## src/rtl/video_packet_framer.sv

```systemverilog
`timescale 1ns/1ps
// -----------------------------------------------------------------------------
// video_packet_framer
//
// Purpose:
//   Turns a raw camera pixel stream into Avalon-ST video packets. Each camera
//   frame becomes one packet. The first pixel carries startofpacket and the last
//   pixel carries endofpacket. A small skid FIFO absorbs ready-low gaps on the
//   output side. The input side has no backpressure, so a pixel that does not fit
//   is dropped and flagged. The last slot of the FIFO is reserved for the EOP
//   pixel, so every packet that has started always gets its end marker.
//
// Optional feature:
//   FRAMER_FRAME_COUNT_EN - adds output frame_count[15:0]. It counts EOP
//   transfers on the output side and wraps from 0xFFFF to 0.
//
// Ports:
//   clk                in   system clock
//   reset              in   asynchronous reset, active low (0 = in reset)
//   pix_data[DW]       in   camera pixel
//   pix_valid          in   pix_data valid this cycle (no backpressure)
//   pix_sof            in   qualifies pix_valid: first pixel of a camera frame
//   out_data[DW]       out  packet pixel (FIFO head)
//   out_valid          out  FIFO not empty
//   out_ready          in   downstream accepts; transfer = out_valid & out_ready
//   out_startofpacket  out  head entry is pixel (0,0)
//   out_endofpacket    out  head entry is pixel (WIDTH-1,HEIGHT-1)
//   overflow           out  sticky: pixel dropped since last SOP enqueue
//   sync_error         out  sticky: pix_sof seen mid-frame since last SOP enqueue
//   dbg_state          out  framing FSM state (0 = SEEK, 1 = STREAM)
//   frame_count[16]    out  EOP transfers (only with FRAMER_FRAME_COUNT_EN)
//
// Handshake: a beat moves on a rising edge where out_valid & out_ready. While
// out_valid is high and out_ready is low, out_data/SOP/EOP hold steady.
// -----------------------------------------------------------------------------
module video_packet_framer #(
    parameter int DW     = 16,
    parameter int WIDTH  = 320,
    parameter int HEIGHT = 240,
    parameter int DEPTH  = 4
) (
    input  logic          clk,
    input  logic          reset,
    input  logic [DW-1:0] pix_data,
    input  logic          pix_valid,
    input  logic          pix_sof,
    output logic [DW-1:0] out_data,
    output logic          out_valid,
    input  logic          out_ready,
    output logic          out_startofpacket,
    output logic          out_endofpacket,
    output logic          overflow,
    output logic          sync_error,
    output logic          dbg_state
`ifdef FRAMER_FRAME_COUNT_EN
    ,
    output logic [15:0]   frame_count
`endif
);

    localparam int AW = $clog2(DEPTH);
    localparam int CW = AW + 1;
    localparam int XW = (WIDTH  > 1) ? $clog2(WIDTH)  : 1;
    localparam int YW = (HEIGHT > 1) ? $clog2(HEIGHT) : 1;

    localparam logic [XW-1:0] X_LAST = XW'(WIDTH - 1);
    localparam logic [YW-1:0] Y_LAST = YW'(HEIGHT - 1);
    localparam logic [CW-1:0] C_FULL = CW'(DEPTH);
    localparam logic [CW-1:0] C_LIM  = CW'(DEPTH - 1);

    typedef enum logic {
        SEEK   = 1'b0,
        STREAM = 1'b1
    } state_t;

    state_t          r_state;
    state_t          w_state_nx;
    logic [XW-1:0]   r_x;
    logic [XW-1:0]   w_x_nx;
    logic [YW-1:0]   r_y;
    logic [YW-1:0]   w_y_nx;
    logic            r_overflow;
    logic            w_overflow_nx;
    logic            r_sync_error;
    logic            w_sync_error_nx;

    logic [DW+1:0]   r_mem [DEPTH];
    logic [AW-1:0]   r_wr_ptr;
    logic [AW-1:0]   r_rd_ptr;
    logic [CW-1:0]   r_count;

    logic            w_pop;
    logic            w_push;
    logic            w_framed;
    logic            w_pos_sop;
    logic            w_pos_eop;
    logic            w_room;
    logic [DW+1:0]   w_head;

    // x and y are held at 0 in SEEK. So "position is last pixel" also covers
    // the single-pixel frame, where SOP and EOP land on the same pixel.
    assign w_pos_sop = (r_state == SEEK);
    assign w_pos_eop = (r_x == X_LAST) && (r_y == Y_LAST);

    // In SEEK, only a pixel with pix_sof starts a frame. In STREAM every pixel
    // belongs to the frame, even one that carries a stray pix_sof.
    assign w_framed = pix_valid && ((r_state == STREAM) || pix_sof);

    // The last FIFO slot is kept for the EOP pixel. The check uses the count
    // from before any pop in the same cycle.
    assign w_room = w_pos_eop ? (r_count < C_FULL) : (r_count < C_LIM);

    assign w_push = w_framed && w_room;
    assign w_pop  = (r_count != '0) && out_ready;

    // ---------------------------------------------------------------------
    // Framing FSM: state register
    // ---------------------------------------------------------------------
    always_ff @(posedge clk or negedge reset) begin
        if (!reset) begin
            r_state      <= SEEK;
            r_x          <= '0;
            r_y          <= '0;
            r_overflow   <= 1'b0;
            r_sync_error <= 1'b0;
        end else begin
            r_state      <= w_state_nx;
            r_x          <= w_x_nx;
            r_y          <= w_y_nx;
            r_overflow   <= w_overflow_nx;
            r_sync_error <= w_sync_error_nx;
        end
    end

    // ---------------------------------------------------------------------
    // Framing FSM: next state, position and sticky flags
    // ---------------------------------------------------------------------
    always_comb begin
        w_state_nx      = r_state;
        w_x_nx          = r_x;
        w_y_nx          = r_y;
        w_overflow_nx   = r_overflow;
        w_sync_error_nx = r_sync_error;

        if (w_framed) begin
            if ((r_state == SEEK) && !w_room) begin
                // A refused frame start: nothing has been emitted yet, so
                // stay in SEEK and wait for the next pix_sof.
                w_overflow_nx = 1'b1;
            end else begin
                if (r_state == SEEK) begin
                    w_overflow_nx   = 1'b0;
                    w_sync_error_nx = 1'b0;
                end else begin
                    if (pix_sof) begin
                        w_sync_error_nx = 1'b1;
                    end
                    // Geometry still advances on a drop, so a later EOP
                    // lands on the correct pixel.
                    if (!w_room) begin
                        w_overflow_nx = 1'b1;
                    end
                end

                if (w_pos_eop) begin
                    w_state_nx = SEEK;
                    w_x_nx     = '0;
                    w_y_nx     = '0;
                end else begin
                    w_state_nx = STREAM;
                    if (r_x == X_LAST) begin
                        w_x_nx = '0;
                        w_y_nx = r_y + YW'(1);
                    end else begin
                        w_x_nx = r_x + XW'(1);
                    end
                end
            end
        end
    end

    // ---------------------------------------------------------------------
    // Skid FIFO: {sop, eop, data} per entry
    // ---------------------------------------------------------------------
    always_ff @(posedge clk) begin
        if (w_push) begin
            r_mem[r_wr_ptr] <= {w_pos_sop, w_pos_eop, pix_data};
        end
    end

    always_ff @(posedge clk or negedge reset) begin
        if (!reset) begin
            r_wr_ptr <= '0;
            r_rd_ptr <= '0;
            r_count  <= '0;
        end else begin
            if (w_push) begin
                r_wr_ptr <= r_wr_ptr + AW'(1);
            end
            if (w_pop) begin
                r_rd_ptr <= r_rd_ptr + AW'(1);
            end
            case ({w_push, w_pop})
                2'b10:   r_count <= r_count + CW'(1);
                2'b01:   r_count <= r_count - CW'(1);
                default: r_count <= r_count;
            endcase
        end
    end

    // The head is gated by out_valid. This keeps stale or uninitialised
    // entries off the outputs when the FIFO is empty.
    assign w_head            = r_mem[r_rd_ptr];
    assign out_valid         = (r_count != '0);
    assign out_data          = out_valid ? w_head[DW-1:0] : '0;
    assign out_endofpacket   = out_valid & w_head[DW];
    assign out_startofpacket = out_valid & w_head[DW+1];
    assign overflow          = r_overflow;
    assign sync_error        = r_sync_error;
    assign dbg_state         = (r_state == STREAM);

`ifdef FRAMER_FRAME_COUNT_EN
    logic [15:0] r_frame_count;

    always_ff @(posedge clk or negedge reset) begin
        if (!reset) begin
            r_frame_count <= '0;
        end else if (w_pop && w_head[DW]) begin
            r_frame_count <= r_frame_count + 16'd1;
        end
    end

    assign frame_count = r_frame_count;
`endif

endmodule

```

## config.mk

```make
export PLATFORM = sky130hd
export DESIGN_NAME = video_packet_framer
export DESIGN_NICKNAME = d
export VERILOG_FILES = /design/src/rtl/video_packet_framer.sv
export SDC_FILE = /design/constraint.sdc
export NUM_CORES = 1
export LEC_CHECK = 0
export CORE_ASPECT_RATIO = 1.5
export CORE_MARGIN = 1
export CORE_UTILIZATION = 45
export CTS_CLUSTER_DIAMETER = 30
export DETAILED_ROUTE_END_ITERATION = 10
export PLACE_DENSITY_LB_ADDON = 0.15
export SLEW_MARGIN = 20
export SYNTH_ARGS = -nofsm -noshare
export SYNTH_HDL_FRONTEND = slang
export SYNTH_SLANG_ARGS = --single-unit
```

## constraint.sdc

```tcl
create_clock -name clk -period 3.1 [get_ports clk]
set_input_delay 0.465 -clock clk [delete_from_list [all_inputs] [get_ports clk]]
set_output_delay 0.465 -clock clk [all_outputs]
set_load 0.03 [all_outputs]
```

==> flow_summary.yaml <==
grt:
  grt_pass1_wl_um: 12040
  grt.overflow.total: 0
  grt_max_degree: 28
  antenna_found_initial: 0
  grt_pass1_vias: 2435
  grt_use_total_pct: 17.08
cts:
  cts-buffers-inserted: 9
  tritoncts: "yes"
  hold_buffers: 0
  clk_pin_slew_ns: 0.06
  clk_latency_ns: 0.33
  cts_sinks: 99
  clockBufferDepth: 2
  cts_resized: 0
  post_cts_buffers: 0
  root_buffer: "clkbuf_16"
  htreeDepth: 3
place:
  hpwl_um: 5157
  globalplace.congestion: 0.7532
  port_buffers: 42
  place_area_mm2: 0.004911
die:
  initial_core_util_pct: 46.39
  dieArea_mm2: 0.009942
  io_pins: 43
  die_w_um: 81.75
  core_mm2: 0.009254
  row_count: 43
  die_h_um: 121.6
critical_path:
  slowest_delay_ns: 0.59
  arrival_ns: 2.20
  endpoint_kind: "output port"
  crit_chain: "buf_4, mux4_2, and2_1, clkdlybuf4s50_1"
  slowest_stage: "clkdlybuf4s50_1"
  critPathRequiredTime_ns: 2.63
  crit_fanout: 10
  startpoint_type: "flop"
  path_class: "reg -> out"
synth:
  syn-num-nets: 295
  synth_cell_types: 49
  synth_seq_area_share_pct: 66.10
  yosys_warnings: 0
  synth.avg_cell_area_um2: 16.14
  syn_inst: 266
  ys_seq_elements: 99
  netlist_area_mm2: 0.004293
hold_path:
  min-delay-path-class: "in -> async"
layout:
  final_common_cell: "edfxtp_1"
  layout_common_cells: "72 x edfxtp_1, 42 x clkdlybuf4s50_1, 27 x dfrtp_1, 24 x and2_1, 18 x mux4_2"
  drive_above_1_share_pct: 17.68
  n_fill_cell: 761
  multi_input_area_mm2: 0.001389
  diodes: 0
  final_nets: 352
  seqCellArea_mm2: 0.002838
  area_growth_pct: 20.52
  postLayoutCellArea_mm2: 0.005174
routing:
  wl_per_cell_um: 17.22
  postRouteAntennaNets: 0
  viasPerCell: 5.380
  drt_pre_antenna_iters: 4
  drt_iter0_drc: 146
  via_count: 2367
  drc_errors: 0
  finalWirelength_um: 7576
status:
  outcome: "completed"
sta:
  fin_crit_sh_pct: 85.99
  setup_viol: 0
  setup_tns_ns: 0
  hold_viol: 0
  worstMarginPinSlew_ns: 0.7570
  hold_ws_ns: 0.5021
  fin_skew_ns: 0.007663
  slew_viol_final: 0
  fin_crit_ns: 2.666
  relSlewSlack_pct: 49.53
  max_freq_mhz: 375.1
  rsz0062_at_grt: "no"
power:
  leakagePower_nw: 1.854
  total_power_mw: 4.531
  powerDensity_mw_per_mm2: 875.7
  vdd_drop_max_v: 0.0004501
flow_run:
  max-cap-violations: 0
==> worst max-delay path: cells and delay by family (launching register included) <==
kind                   cells  cell delay, ns
and+or+nand+nor            1            0.17
muxes                      1            0.52
buffers and inverters      2            0.83
DFF                        1            0.35
==> power by group <==
part | switching (mW) | total, mW | internal, mW
Clock | 0.440 | 0.985 | 0.544
Sequential | 0.119 | 1.74 | 1.63
Combinational | 0.957 | 1.80 | 0.844
Total | 1.52 | 4.53 | 3.01
==> state kept, by name, indices dropped and copies added, names as in the netlist <==
| register | count |
|---|---|
| r_y | 8 |
| r_count | 3 |
| r_mem | 72 |
| r_x | 9 |
| overflow | 1 |
| dbg_state | 1 |
| sync_error | 1 |
| r_wr_ptr | 2 |
| r_rd_ptr | 2 |
==> routing by layer <==
metal	vias up	GRT usage (%)	wire, um
li1	1132	-	-
met1	1192	18.78	3016
met3	8	3.670	197
met5	-	0	0
met2	35	29.91	4210
met4	0	9.211	152
==> cell families (layout without fill, tap and decap cells) <==
kind of cell               after synthesis  in the layout  synth area share, %
DFF                                     99             99                66.10
and+or+nand+nor                         80             80                12.12
AOI/OAI and AO/OA                       30             30                5.101
muxes                                   23             23                10.78
buffers and inverters                   17             79                1.545
xor gates and xnor gates                 9              9                1.836
adders and majority gates                8              8                2.506
==> stage by stage <==
step | util, % | setup slack, ns | instances
3_3_place_gp | 53.07 | 0.6818 | 424
4_1_cts | 55.91 | 0.4012 | 440
3_5_place_dp | 53.07 | 0.5960 | 424
2_1_floorplan | - | 0.6202 | 266
5_1_grt | 55.91 | 0.3389 | 440
6_report | 55.91 | 0.4342 | 440
==> layout make-up <==
type                    instances  share of cell area (%)
clock buffers                  12                   4.571
inverters                       9                  0.6530
repair buffers                 54                   9.867
multi-input cells             150                   26.84
well taps                     112                   2.709
flip-flops and latches         99                   54.85
clock inverters                 4                  0.5079
==> Yosys cell counts (all sizes together) <==
| cell | number | area [um^2] |
|---|---|---|
| and2 | 24 | 150.1 |
| a211o | 1 | 8.760 |
| buf | 3 | 13.76 |
| o31ai | 6 | 45.04 |
| a32o | 1 | 10.01 |
| nand4b | 1 | 23.77 |
| clkbuf | 5 | 18.77 |
| and3 | 3 | 20.02 |
| o21a | 1 | 7.510 |
| or4 | 1 | 7.510 |
| a31oi | 1 | 6.260 |
| a21o | 1 | 7.510 |
| nor2b | 4 | 25.02 |
| mux4 | 18 | 405.4 |
| mux2i | 2 | 20.02 |
| xor2 | 5 | 43.79 |
| and4b | 1 | 10.01 |
| ha | 7 | 87.58 |
| and4 | 1 | 8.760 |
| or2 | 2 | 12.51 |
| o211ai | 2 | 20.02 |
| and3b | 1 | 8.760 |
| inv | 9 | 33.78 |
| a22oi | 2 | 15.01 |
| o22ai | 1 | 6.260 |
| edfxtp | 72 | 2162 |
| xnor2 | 4 | 35.03 |
| o41ai | 3 | 26.28 |
| nor2 | 15 | 63.81 |
| nand4bb | 1 | 27.53 |
| o22a | 1 | 8.760 |
| nand3 | 8 | 52.55 |
| a21oi | 3 | 15.01 |
| dfrtp | 27 | 675.7 |
| nor4 | 4 | 55.05 |
| nand2 | 13 | 48.80 |
| mux2 | 3 | 37.53 |
| nand4 | 1 | 6.260 |
| o21ai | 6 | 33.78 |
| fa | 1 | 20.02 |
| a31o | 1 | 8.760 |
==> worst paths after layout <==
check                            startpoint     endpoint  slack (ns)  cells past startpoint
worst max-delay path            r_rd_ptr[0]  out_data[3]        0.43                      4
worst min-delay path                  reset       r_x[7]        0.50                      2
worst max register to register       r_y[0]   r_count[2]        0.68                     12
worst min register to register   r_count[0]   r_count[0]        0.50                      1
max in group asynchronous             reset       r_x[3]        2.32                      2
min in group clk                 r_count[0]   r_count[0]        0.50                      1
Power figures use the tool's default switching activity.
